**config.mk**
```make
export PLATFORM = sky130hd
export DESIGN_NAME = ps2_host_tx
export DESIGN_NICKNAME = d
export VERILOG_FILES = /design/src/rtl/ps2_host_tx.sv
export SDC_FILE = /design/constraint.sdc
export NUM_CORES = 1
export LEC_CHECK = 0
export ABC_AREA = 1
export CORE_UTILIZATION = 31
export DETAILED_ROUTE_END_ITERATION = 6
export GPL_ROUTABILITY_DRIVEN = 0
export PLACE_DENSITY_LB_ADDON = 0.08
export REMOVE_ABC_BUFFERS = 1
export SETUP_SLACK_MARGIN = 0.4
export SLEW_MARGIN = 0
export SYNTH_ARGS = -nofsm -noshare
export SYNTH_HDL_FRONTEND = slang
export SYNTH_SLANG_ARGS = --single-unit
```
**constraint.sdc**
```tcl
create_clock -name clk -period 2 [get_ports clk]
set_input_delay 0.2 -clock clk [delete_from_list [all_inputs] [get_ports clk]]
set_output_delay 0.2 -clock clk [all_outputs]
set_load 0.005 [all_outputs]
```
**src/rtl/ps2_host_tx.sv**
```systemverilog
// ps2_host_tx: PS/2 host-to-device command transmitter.
// Inhibit, start bit, 8 data bits LSB first, odd parity, stop, device ACK.
module ps2_host_tx #(
  parameter int INHIBIT_CYCLES = 2500,
  parameter int TIMEOUT_CYCLES = 375000
) (
  input  logic       clk,
  input  logic       reset,
  input  logic [7:0] tx_data,
  input  logic       tx_valid,
  output logic       tx_ready,
  input  logic       ps2clk_in,
  input  logic       ps2dat_in,
  output logic       ps2clk_oe,
  output logic       ps2dat_oe,
  output logic       busy,
  output logic       done,
  output logic       ack_err,
  output logic       timeout
);

  localparam int MAXC =
    (INHIBIT_CYCLES > TIMEOUT_CYCLES) ?
    INHIBIT_CYCLES : TIMEOUT_CYCLES;
  localparam int CW = $clog2(MAXC + 1);
  localparam logic [CW-1:0] INH_LAST =
    CW'(INHIBIT_CYCLES - 1);
  localparam logic [CW-1:0] TO_LAST =
    CW'(TIMEOUT_CYCLES - 1);

  typedef enum logic [2:0] {
    IDLE,
    INHIBIT,
    START,
    BITS,
    ACK,
    WAIT_IDLE
  } state_t;

  state_t          state_q;
  state_t          state_d;
  logic            clk_s1;
  logic            clk_s2;
  logic            clk_d;
  logic            dat_s1;
  logic            dat_s2;
  logic [7:0]      data_q;
  logic            par_q;
  logic [3:0]      idx_q;
  logic [CW-1:0]   cnt_q;
  logic            dat_oe_q;
  logic            ack_err_q;
  logic            timeout_q;
  logic            fall;
  logic            accept;
  logic            inh_last;
  logic            expire;
  logic            line_idle;

  assign fall      = clk_d & ~clk_s2;
  assign accept    = (state_q == IDLE) & tx_valid;
  assign inh_last  = (state_q == INHIBIT) &
                     (cnt_q == INH_LAST);
  assign expire    = ((state_q == BITS) |
                      (state_q == ACK)) &
                     (cnt_q == TO_LAST);
  assign line_idle = clk_s2 & dat_s2;

  // Two-flop synchronizers plus a delayed clock copy for edge detection.
  always_ff @(posedge clk) begin
    if (reset) begin
      clk_s1 <= 1'b1;
      clk_s2 <= 1'b1;
      clk_d  <= 1'b1;
      dat_s1 <= 1'b1;
      dat_s2 <= 1'b1;
    end else begin
      clk_s1 <= ps2clk_in;
      clk_s2 <= clk_s1;
      clk_d  <= clk_s2;
      dat_s1 <= ps2dat_in;
      dat_s2 <= dat_s1;
    end
  end

  // State register.
  always_ff @(posedge clk) begin
    if (reset) state_q <= IDLE;
    else       state_q <= state_d;
  end

  // Next-state logic; the timer beats a coincident clock edge.
  always_comb begin
    state_d = state_q;
    unique case (state_q)
      IDLE:
        if (tx_valid) state_d = INHIBIT;
      INHIBIT:
        if (inh_last) state_d = START;
      START:
        state_d = BITS;
      BITS:
        if (expire)
          state_d = IDLE;
        else if (fall && idx_q == 4'd9)
          state_d = ACK;
      ACK:
        if (expire)
          state_d = IDLE;
        else if (fall)
          state_d = WAIT_IDLE;
      WAIT_IDLE:
        if (line_idle) state_d = IDLE;
      default:
        state_d = IDLE;
    endcase
  end

  // Outputs; an expiring timer releases data and flags the same cycle.
  always_comb begin
    tx_ready  = (state_q == IDLE);
    busy      = (state_q != IDLE);
    ps2clk_oe = (state_q == INHIBIT) |
                (state_q == START);
    ps2dat_oe = dat_oe_q & ~expire;
    done      = expire |
                ((state_q == WAIT_IDLE) & line_idle);
    ack_err   = ack_err_q | expire;
    timeout   = timeout_q | expire;
  end

  // Shared counter: inhibit length, then frame timeout.
  always_ff @(posedge clk) begin
    if (reset) begin
      cnt_q <= '0;
    end else begin
      unique case (state_q)
        INHIBIT, BITS, ACK:
          cnt_q <= cnt_q + CW'(1);
        default:
          cnt_q <= '0;
      endcase
    end
  end

  // Byte latch, bit index and data line drive.
  always_ff @(posedge clk) begin
    if (reset) begin
      data_q   <= '0;
      par_q    <= 1'b0;
      idx_q    <= '0;
      dat_oe_q <= 1'b0;
    end else begin
      if (accept) begin
        data_q   <= tx_data;
        par_q    <= ~^tx_data;
        dat_oe_q <= 1'b0;
      end
      if (inh_last) dat_oe_q <= 1'b1;
      if (state_q == START) idx_q <= '0;
      if (state_q == BITS && fall) begin
        idx_q <= idx_q + 4'd1;
        if (idx_q < 4'd8)
          dat_oe_q <= ~data_q[idx_q[2:0]];
        else if (idx_q == 4'd8)
          dat_oe_q <= ~par_q;
        else
          dat_oe_q <= 1'b0;
      end
      if (expire) dat_oe_q <= 1'b0;
    end
  end

  // Sticky status, cleared by the next accepted byte.
  always_ff @(posedge clk) begin
    if (reset) begin
      ack_err_q <= 1'b0;
      timeout_q <= 1'b0;
    end else if (accept) begin
      ack_err_q <= 1'b0;
      timeout_q <= 1'b0;
    end else if (expire) begin
      ack_err_q <= 1'b1;
      timeout_q <= 1'b1;
    end else if (state_q == ACK && fall) begin
      ack_err_q <= dat_s2;
    end
  end

endmodule
```
# Yosys cells after proc, flatten, opt, wreduce, memory -nomap -nowiden
# Cells that the tools add are included.
word_totals:
  register_bits: 43
  latchBits: 0
  mem_bits_rw: 0
  mem_bits_ro: 0
  in_bits: 13
  out_inout_bits: 7
  wordCells: 81
  memories: 0
classes:
  n_addsub: 2
  mul: 0
  div: 0
  n_lt_le_gt_ge: 2
  eq_ne: 14
  shift: 0
  muxes: 19
  n_bitwise: 17
  reduce_logical: 14
op_table:
  columns: ["operator", "n"]
  rows:
  - ["$mux W3", 7]
  - ["$add A19 B1 Y19 const B", 1]
  - ["$eq A19 B12 Y1 const B", 1]
  - ["$eq A19 B19 Y1 const B", 1]
  - ["$pmux W3 S6", 1]
  - ["$eq A4 B4 Y1 const B", 2]
  - ["$mux W1", 8]
  - ["$mux W4", 2]
  - ["$reduce_xnor A8 Y1", 1]
  - ["$and A1 B1 Y1", 7]
  - ["$eq A3 B2 Y1 const B", 2]
  - ["$eq A3 B3 Y1 const B", 2]
  - ["$ne A2 B2 Y1 const B", 3]
  - ["$ne A3 B3 Y1 const B", 2]
  - ["$reduce_bool A3 Y1", 2]
  - ["$reduce_or A2 Y1", 3]
  - ["$not A1 Y1", 5]
  - ["$or A1 B1 Y1", 5]
  - ["$reduce_and A5 Y1", 1]
  - ["$add A4 B1 Y4 const B", 1]
  - ["$lt A3 B4 Y1 const B", 1]
  - ["$lt A4 B4 Y1 const B", 1]
  - ["$reduce_bool A2 Y1", 2]
  - ["$bmux W1 S3", 1]
  - ["other kinds (4)", 6]

# Logic depth before layout (Yosys ltp)
# Gate-level depths: netlist (run 1).
depth:
  word_depth: 6
  ltp_mapped: 13
  ltp_nobuf: 12

# Least setup slack after synthesis (run 1)
# No wires, ideal clock.
synth_timing:
  kind: "register -> register"
  start: "register cnt_q[0]"
  end: "register cnt_q[16]"
  setup_ns: 0.117
  t_arrival_ns: 1.378
  slack_ns: 0.504
  stages_incl_launch_ff: 11
  path_buffers: 0
  synth_period_minus_slack_ns: 1.496
  path_cell_list: "dfxtp_1 -> ha_1 -> nand3_1 -> nor2_2 -> nand2_1 -> nor2_2 -> nand2_1 -> inv_1 -> nand3_1 -> xor2_1 -> nor2_1"
synth_via:
  elab_chain_len: 1
synth_rtl:
  columns: ["element", "line_no", "rtl"]
  rows:
  - ["from (decl)", "50", "logic [CW-1:0] cnt_q;"]
  - ["from (signal assigned)", "139", "cnt_q <= cnt_q + CW'(1);"]
  - ["$add A19 B1 Y19", "139", null]
# No other way between the ends.
# A chain may end at the register's enable or synchronous reset.

# Final worst setup path (run 1)
layout_timing:
  start: "register cnt_q[1]"
  end: "output port ps2dat_oe"
layout_via:
  elab_chain_len: 4
layout_rtl:
  columns: ["element", "line_no", "rtl"]
  rows:
  - ["$eq A19 B19 Y1", "66", "(cnt_q == TO_LAST);"]
  - ["$and A1 B1 Y1", "65", "(state_q == ACK)) &"]
  - ["$not A1 Y1", "125", "ps2dat_oe = dat_oe_q & ~expire;"]
  - ["$and A1 B1 Y1", "125", null]
  - ["to (decl)", "15", "output logic ps2dat_oe,"]
# No other way between the ends.

==> metrics, run 1 <==
nets=376; worst min-delay path class=flop to flop; Mapped Cells=309; post-synth top area cell=dfxtp_1; Worst Setup Start Kind=flop; status=completed; Slew Limit Headroom=73.5%; share of the synthesized area in the top cell type=39.2%; initial DRC count=78; die footprint=7430 µm²; Crit Path Category=flop to output pin; pin count of the biggest net entering global routing=15; share of layout cells above drive strength 1=26.4%; top post-synthesis cells by count=nand2_1, dfxtp_1, inv_1, a21oi_1, nor2_1; ant diodes=0; DRC viols=0; Worst-Skew Late Latency=0.30 ns; GR Util All Layers=15.1%; Max VDD drop=303 µV; Synth warnings=0; GR Layer Usage met3=2.95%; global-route layer with the greatest usage=met2; register area share after synthesis=39.2%; via count=2035; Power per Cell Area=916 nW/µm²; I/O pin count=20; most frequent cell after synthesis=nand2_1; syn_area_per_cell=7.11 µm²; Placement Setup Slack=0.133 ns; final worst slack=0.309 ns; CTS tree=built; Final min period=1.69 ns; vias in the first global route=1958; final hold vios=0; part of the cycle the worst path needs=84.5%; setup violators final=0; MaxCap Viol Count=0; initial antenna violation count=0; leakage=1.21 nW; CP Max Fanout=2; ANT nets after route=0; Die Y=86.2 µm; total gr overflow=0; Synth Cell Area=2200 µm²; Worst Path Required=1.80 ns; first-pass GRT wire length=8750 µm; Slew Limit Fails=0; Area growth, synth to finish=31.0%; Die Width=86.2 µm; TNS Setup=0 ns; Worst Setup End Kind=output pin; Post-synth EDFFs=0; Initial Utilization=32.2%; Distinct cells, synth=29; Slew @ Worst Pin=0.397 ns; crit path DAT=1.49 ns; dominant cells by area after synthesis=dfxtp_1, nand2_1, a21oi_1; half-perimeter wire length after placement=3660 µm; global-route met2 utilization=25.2%; CTS root buffer=clkbuf_8; Core ar.=6830 µm²; met1 Usage GRT=19.2%; clk buf depth=2; Hold-fix buffers, CTS=0; clock skew=0.00229 ns; Num CTS Buffers=5; CTS H-tree lvls=2; Port Buffers=19; Achievable Freq=592 MHz; First-pass DRT Iterations=4; Post-Route WL=5100 µm; clk slew on worst S/H paths=0.09 ns; CTS Sinks=43; Cell Rows=30; Yosys reg bits=43; Most used DFF post-synth=dfxtp_1; RSZ-0062 raised after global routing=true; WL per Instance=11.2 µm; vias per std cell=4.46; share of synthesized registers carrying an async set or reset=0%
cells in the final DEF (no fill, tap or decap), types with 5 or more instances in the layout:
master,Yosys,final
clkbuf_8,0,5
nor2_4,3,5
nor2_1,32,27
or2_2,5,5
nand3_1,22,20
inv_1,43,40
dfxtp_1,43,30
dfxtp_2,0,9
nand2_1,52,48
nor3_1,7,6
a21oi_1,34,34
clkdlybuf4s50_1,0,12
o21ai_0,25,23
buf_4,1,27
xnor2_1,8,8
nand2_2,3,7
nor2_2,4,7
repair_timing:
item | CTS | global route
pin swaps | 10 | 12
buffers inserted | 14 | 9
setup endpoints to repair | 12 | 25
gates resized for setup | 38 | 28
cloned | 0 | 0
where the power goes:
| group | internal, W | switching (W) |
|---|---|---|
| clock network | 0.000243 | 0.000325 |
| logic | 0.000453 | 0.000568 |
| registers | 0.000966 | 0.0000822 |
| total | 0.00166 | 0.000974 |
worst paths after layout:
check | from | to | slack (ns) | depth (start not counted)
worst max-delay path | cnt_q[1]$_SDFF_PP0_ | ps2dat_oe | 0.31 | 9
worst min-delay path | clk_s1$_SDFF_PP1_ | clk_s2$_SDFF_PP1_ | 0.41 | 1
worst min register to register | clk_s1$_SDFF_PP1_ | clk_s2$_SDFF_PP1_ | 0.41 | 1
worst max register to register | state_q[2]$_SDFFE_PP0P_ | state_q[0]$_SDFFE_PP0P_ | 0.31 | 13
cells by family (layout without fill, tap and decap cells):
kind of cell	after synthesis	after routing	share of synthesized area (%)
adders and majority gates	4	4	2.28
AOI/OAI and AO/OA	64	64	15.1
and+or+nand+nor	135	135	29.3
DFF	43	43	39.2
buffers and inverters	51	102	9.40
xor gates and xnor gates	12	12	4.78
cell type report:
| cell class | instances | area, µm² |
|---|---|---|
| Timing Repair Buffer | 50 | 410 |
| Sequential cell | 43 | 887 |
| Tap cell | 96 | 120 |
| Clock buffer | 5 | 68.8 |
| Multi-Input combinational cell | 215 | 1210 |
| Clock inverter | 3 | 20.0 |
| Inverter | 44 | 165 |
| Fill cell | 742 | 3950 |
critical path, stage by stage (launching register included):
cell	delay, ns
dfxtp_2	0.34
ha_4	0.16
nand2_2	0.05
nor2_2	0.04
nand2_2	0.06
nor2_4	0.04
buf_4	0.13
buf_6	0.10
a21boi_1	0.13
clkbuf_2	0.13
through the flow:
| step | cells | utilization (%) | hold slack (ns) | area, µm² | power [W] |
|---|---|---|---|---|---|
| after floorplan | 302 | - | 0.269 | 2160 | 0.00159 |
| after global placement | 425 | 37.0 | 0.395 | 2530 | 0.00191 |
| after detailed placement | 425 | 37.0 | 0.397 | 2530 | 0.00190 |
| after CTS | 447 | 40.5 | 0.420 | 2760 | 0.00261 |
| after global routing | 456 | 42.1 | 0.431 | 2880 | 0.00284 |
| final | 456 | 42.1 | 0.415 | 2880 | 0.00264 |
registers in the layout (all words and copies together) (netlist names), 3 cells and up:
| register | count |
|---|---|
| idx_q | 4 |
| state_q | 3 |
| cnt_q | 19 |
| data_q | 8 |
per-layer routing:
layer | up-vias | wire, µm
li1 | 1091 | -
met2 | 29 | 2350
met5 | - | 0
met3 | 8 | 120
met1 | 907 | 2550
met4 | 0 | 78
(Power assumes the default switching activity.)
==> run 2, diff against run 1 <==
==> constraint.sdc (replaced) <==
create_clock -name clk -period 1.5 [get_ports clk]
set_input_delay 0.15 -clock clk [delete_from_list [all_inputs] [get_ports clk]]
set_output_delay 0.15 -clock clk [all_outputs]
set_load 0.005 [all_outputs]
==> run 2 against run 1 <==
The flow now finishes with violations (negative setup slack). Flip-flop and latch count unchanged. Utilization grew 14 points. Sequential power grew 32%. Power grew 78%. Clock power rose by 44%. Critical path depth increased by 1. Register-to-register slack worse by 0.53 ns. Combinational power increased by 140%. Via count up 14%. Sequential share of layout area is 8.0 points lower. Critical path type unchanged. Critical endpoint is now ack_err.
==> metrics, run 2 (synthesis gave the netlist of run 1 again) <==
status=finished, violations left; failing checks=negative setup slack; total gr overflow=0 (unchanged); Cell Rows=30 (unchanged); GR Util All Layers=17.6% (+2.5 points); Worst Path Required=1.35 ns (-0.45 ns); MaxCap Viol Count=0 (unchanged); Worst path most repeated cell=buf_6; Placement Setup Slack=-0.241 ns (-0.374 ns); Num CTS Buffers=5 (unchanged); Worst-Skew Late Latency=0.31 ns (about the same); CTS H-tree lvls=2 (unchanged); initial DRC count=69 (-12%); most common cell after layout, fill and taps aside=buf_4; I/O pin count=20 (unchanged); Worst path slowest cell=dfxtp_2; ANT nets after route=0 (unchanged); critical path cell sequence=ha_4 -> nand2_4 -> nor2_4 -> nand2_2 -> nor2_4 -> nand2_4 -> buf_6 -> buf_6 -> nand2_2 -> buf_6; setup violators final=15 (+15); clk buf depth=2 (unchanged); DRC viols=0 (unchanged); Core ar.=6830 µm² (unchanged); First-pass DRT Iterations=4 (unchanged); CTS Sinks=43 (unchanged); initial antenna violation count=0 (unchanged); CTS tree=built; most frequent cells in the layout=buf_4, buf_6, dfxtp_1; biggest regs=cnt_q: 19 flops, data_q: 8 flops, idx_q: 4 flops; die footprint=7430 µm² (unchanged); Power per Cell Area=1230 nW/µm² (+34%); WP buf/inv=3 (unchanged); part of the cycle the worst path needs=115%; worst min-delay path class=input port to flop; vias per std cell=4.44 (-0.56%); Initial Utilization=32.2% (unchanged); RSZ-0062 raised after global routing=true; Die Width=86.2 µm (unchanged); TNS Setup=-2.22 ns (-2.22 ns); Final min period=1.73 ns; Crit path max-delay family=simple AND/OR/NAND/NOR gates; via count=2312 (+14%); WL per Instance=11.9 µm (+6.3%); CP Max Fanout=3 (+1); Slew Limit Headroom=80.2% (+6.7 points); vias in the first global route=2187 (+12%); Post-Place Cell Area=2940 µm² (+17%); ant diodes=0 (unchanged); hold_ws=0.399 ns (-0.0155 ns); crit path DAT=1.58 ns (+0.09 ns); clk slew on worst S/H paths=0.10 ns (about the same); Worst Setup Start Kind=flop; share of layout cells above drive strength 1=49.6% (+23 points); final worst slack=-0.227 ns (-0.536 ns); clock skew=0.0121 ns (+0.00981 ns); CP peak stage delay=0.36 ns (+0.02 ns); final hold vios=0 (unchanged); max reg flops=19 (unchanged); half-perimeter wire length after placement=4230 µm (+16%); total power=0.00469 W (+78%); Max VDD drop=424 µV (+40%); Slew Limit Fails=0 (unchanged); Worst Setup End Kind=output pin; fin area=3820 µm² (+33%); pin count of the biggest net entering global routing=17 (+2); Die Y=86.2 µm (unchanged); Post-Route WL=6200 µm (+21%); first-pass GRT wire length=10200 µm (+17%); Crit Path Category=flop to output pin; leakage=1.64 nW (+36%); Port Buffers=19 (unchanged); nets=441 (+17%); Achievable Freq=579 MHz; Slew @ Worst Pin=0.294 ns (-0.103 ns); Area growth, synth to finish=73.7%; CTS root buffer=clkbuf_8; Most flops, register=cnt_q
[run 2: worst reg2reg max path, delay by kind of cell (launching register included)]
family,cells,cell delay [ns]
buffers and inverters,6,0.64
DFF,1,0.36
and+or+nand+nor,4,0.31
AOI/OAI and AO/OA,2,0.22
adders and majority gates,1,0.15
[run 2: through the flow]
stage | instances | utilization [%]
final | 521 | 55.9
after global routing | 521 | 55.9
after global placement | 479 | 43.1
after detailed placement | 479 | 43.1
after CTS | 505 | 50.4
after floorplan | 302 | -
[run 2: per-layer routing]
layer,global-route usage (%),vias to the layer above,share of wire (%),wire length (µm)
li1,-,1218,-,-
met1,23.0,1057,46,2860
met2,29.4,30,50,3090
met3,3.33,7,2.5,158
met4,5.15,0,1.4,87
met5,0,-,0,0
[run 2: worst paths after layout]
path | from | endpoint | slack [ns] | depth (start not counted)
setup / recovery | cnt_q[0]$_SDFF_PP0_ | ack_err | -0.23 | 10
hold reg to reg | dat_s1$_SDFF_PP1_ | dat_s2$_SDFF_PP1_ | 0.43 | 1
setup reg to reg | cnt_q[0]$_SDFF_PP0_ | dat_oe_q$_SDFFE_PP0P_ | -0.22 | 13
hold / removal | ps2dat_in | dat_s1$_SDFF_PP1_ | 0.40 | 2
[run 2: layout make-up]
class                           instances  area [µm²]
Sequential cell                        43         872
Clock buffer                            5        68.8
Inverter                               44         181
Multi-Input combinational cell        215        1480
Tap cell                               96         120
Timing Repair Buffer                  115        1060
Clock inverter                          3        26.3
Fill cell                             671        3010
[run 2: repair_timing]
action | CTS | global route
gates cloned | 1 | 0
pin swaps | 27 | 30
resized for setup | 130 | 72
setup buffers | 17 | 16
setup endpoints to repair | 45 | 45
hold buffers | 0 | 0
[run 2: power by group]
part	switching (W)	leakage (nW)	internal, W
Sequential	0.000108	0.352	0.00128
Combinational	0.00116	1.24	0.00131
Clock	0.000474	0.0495	0.000347
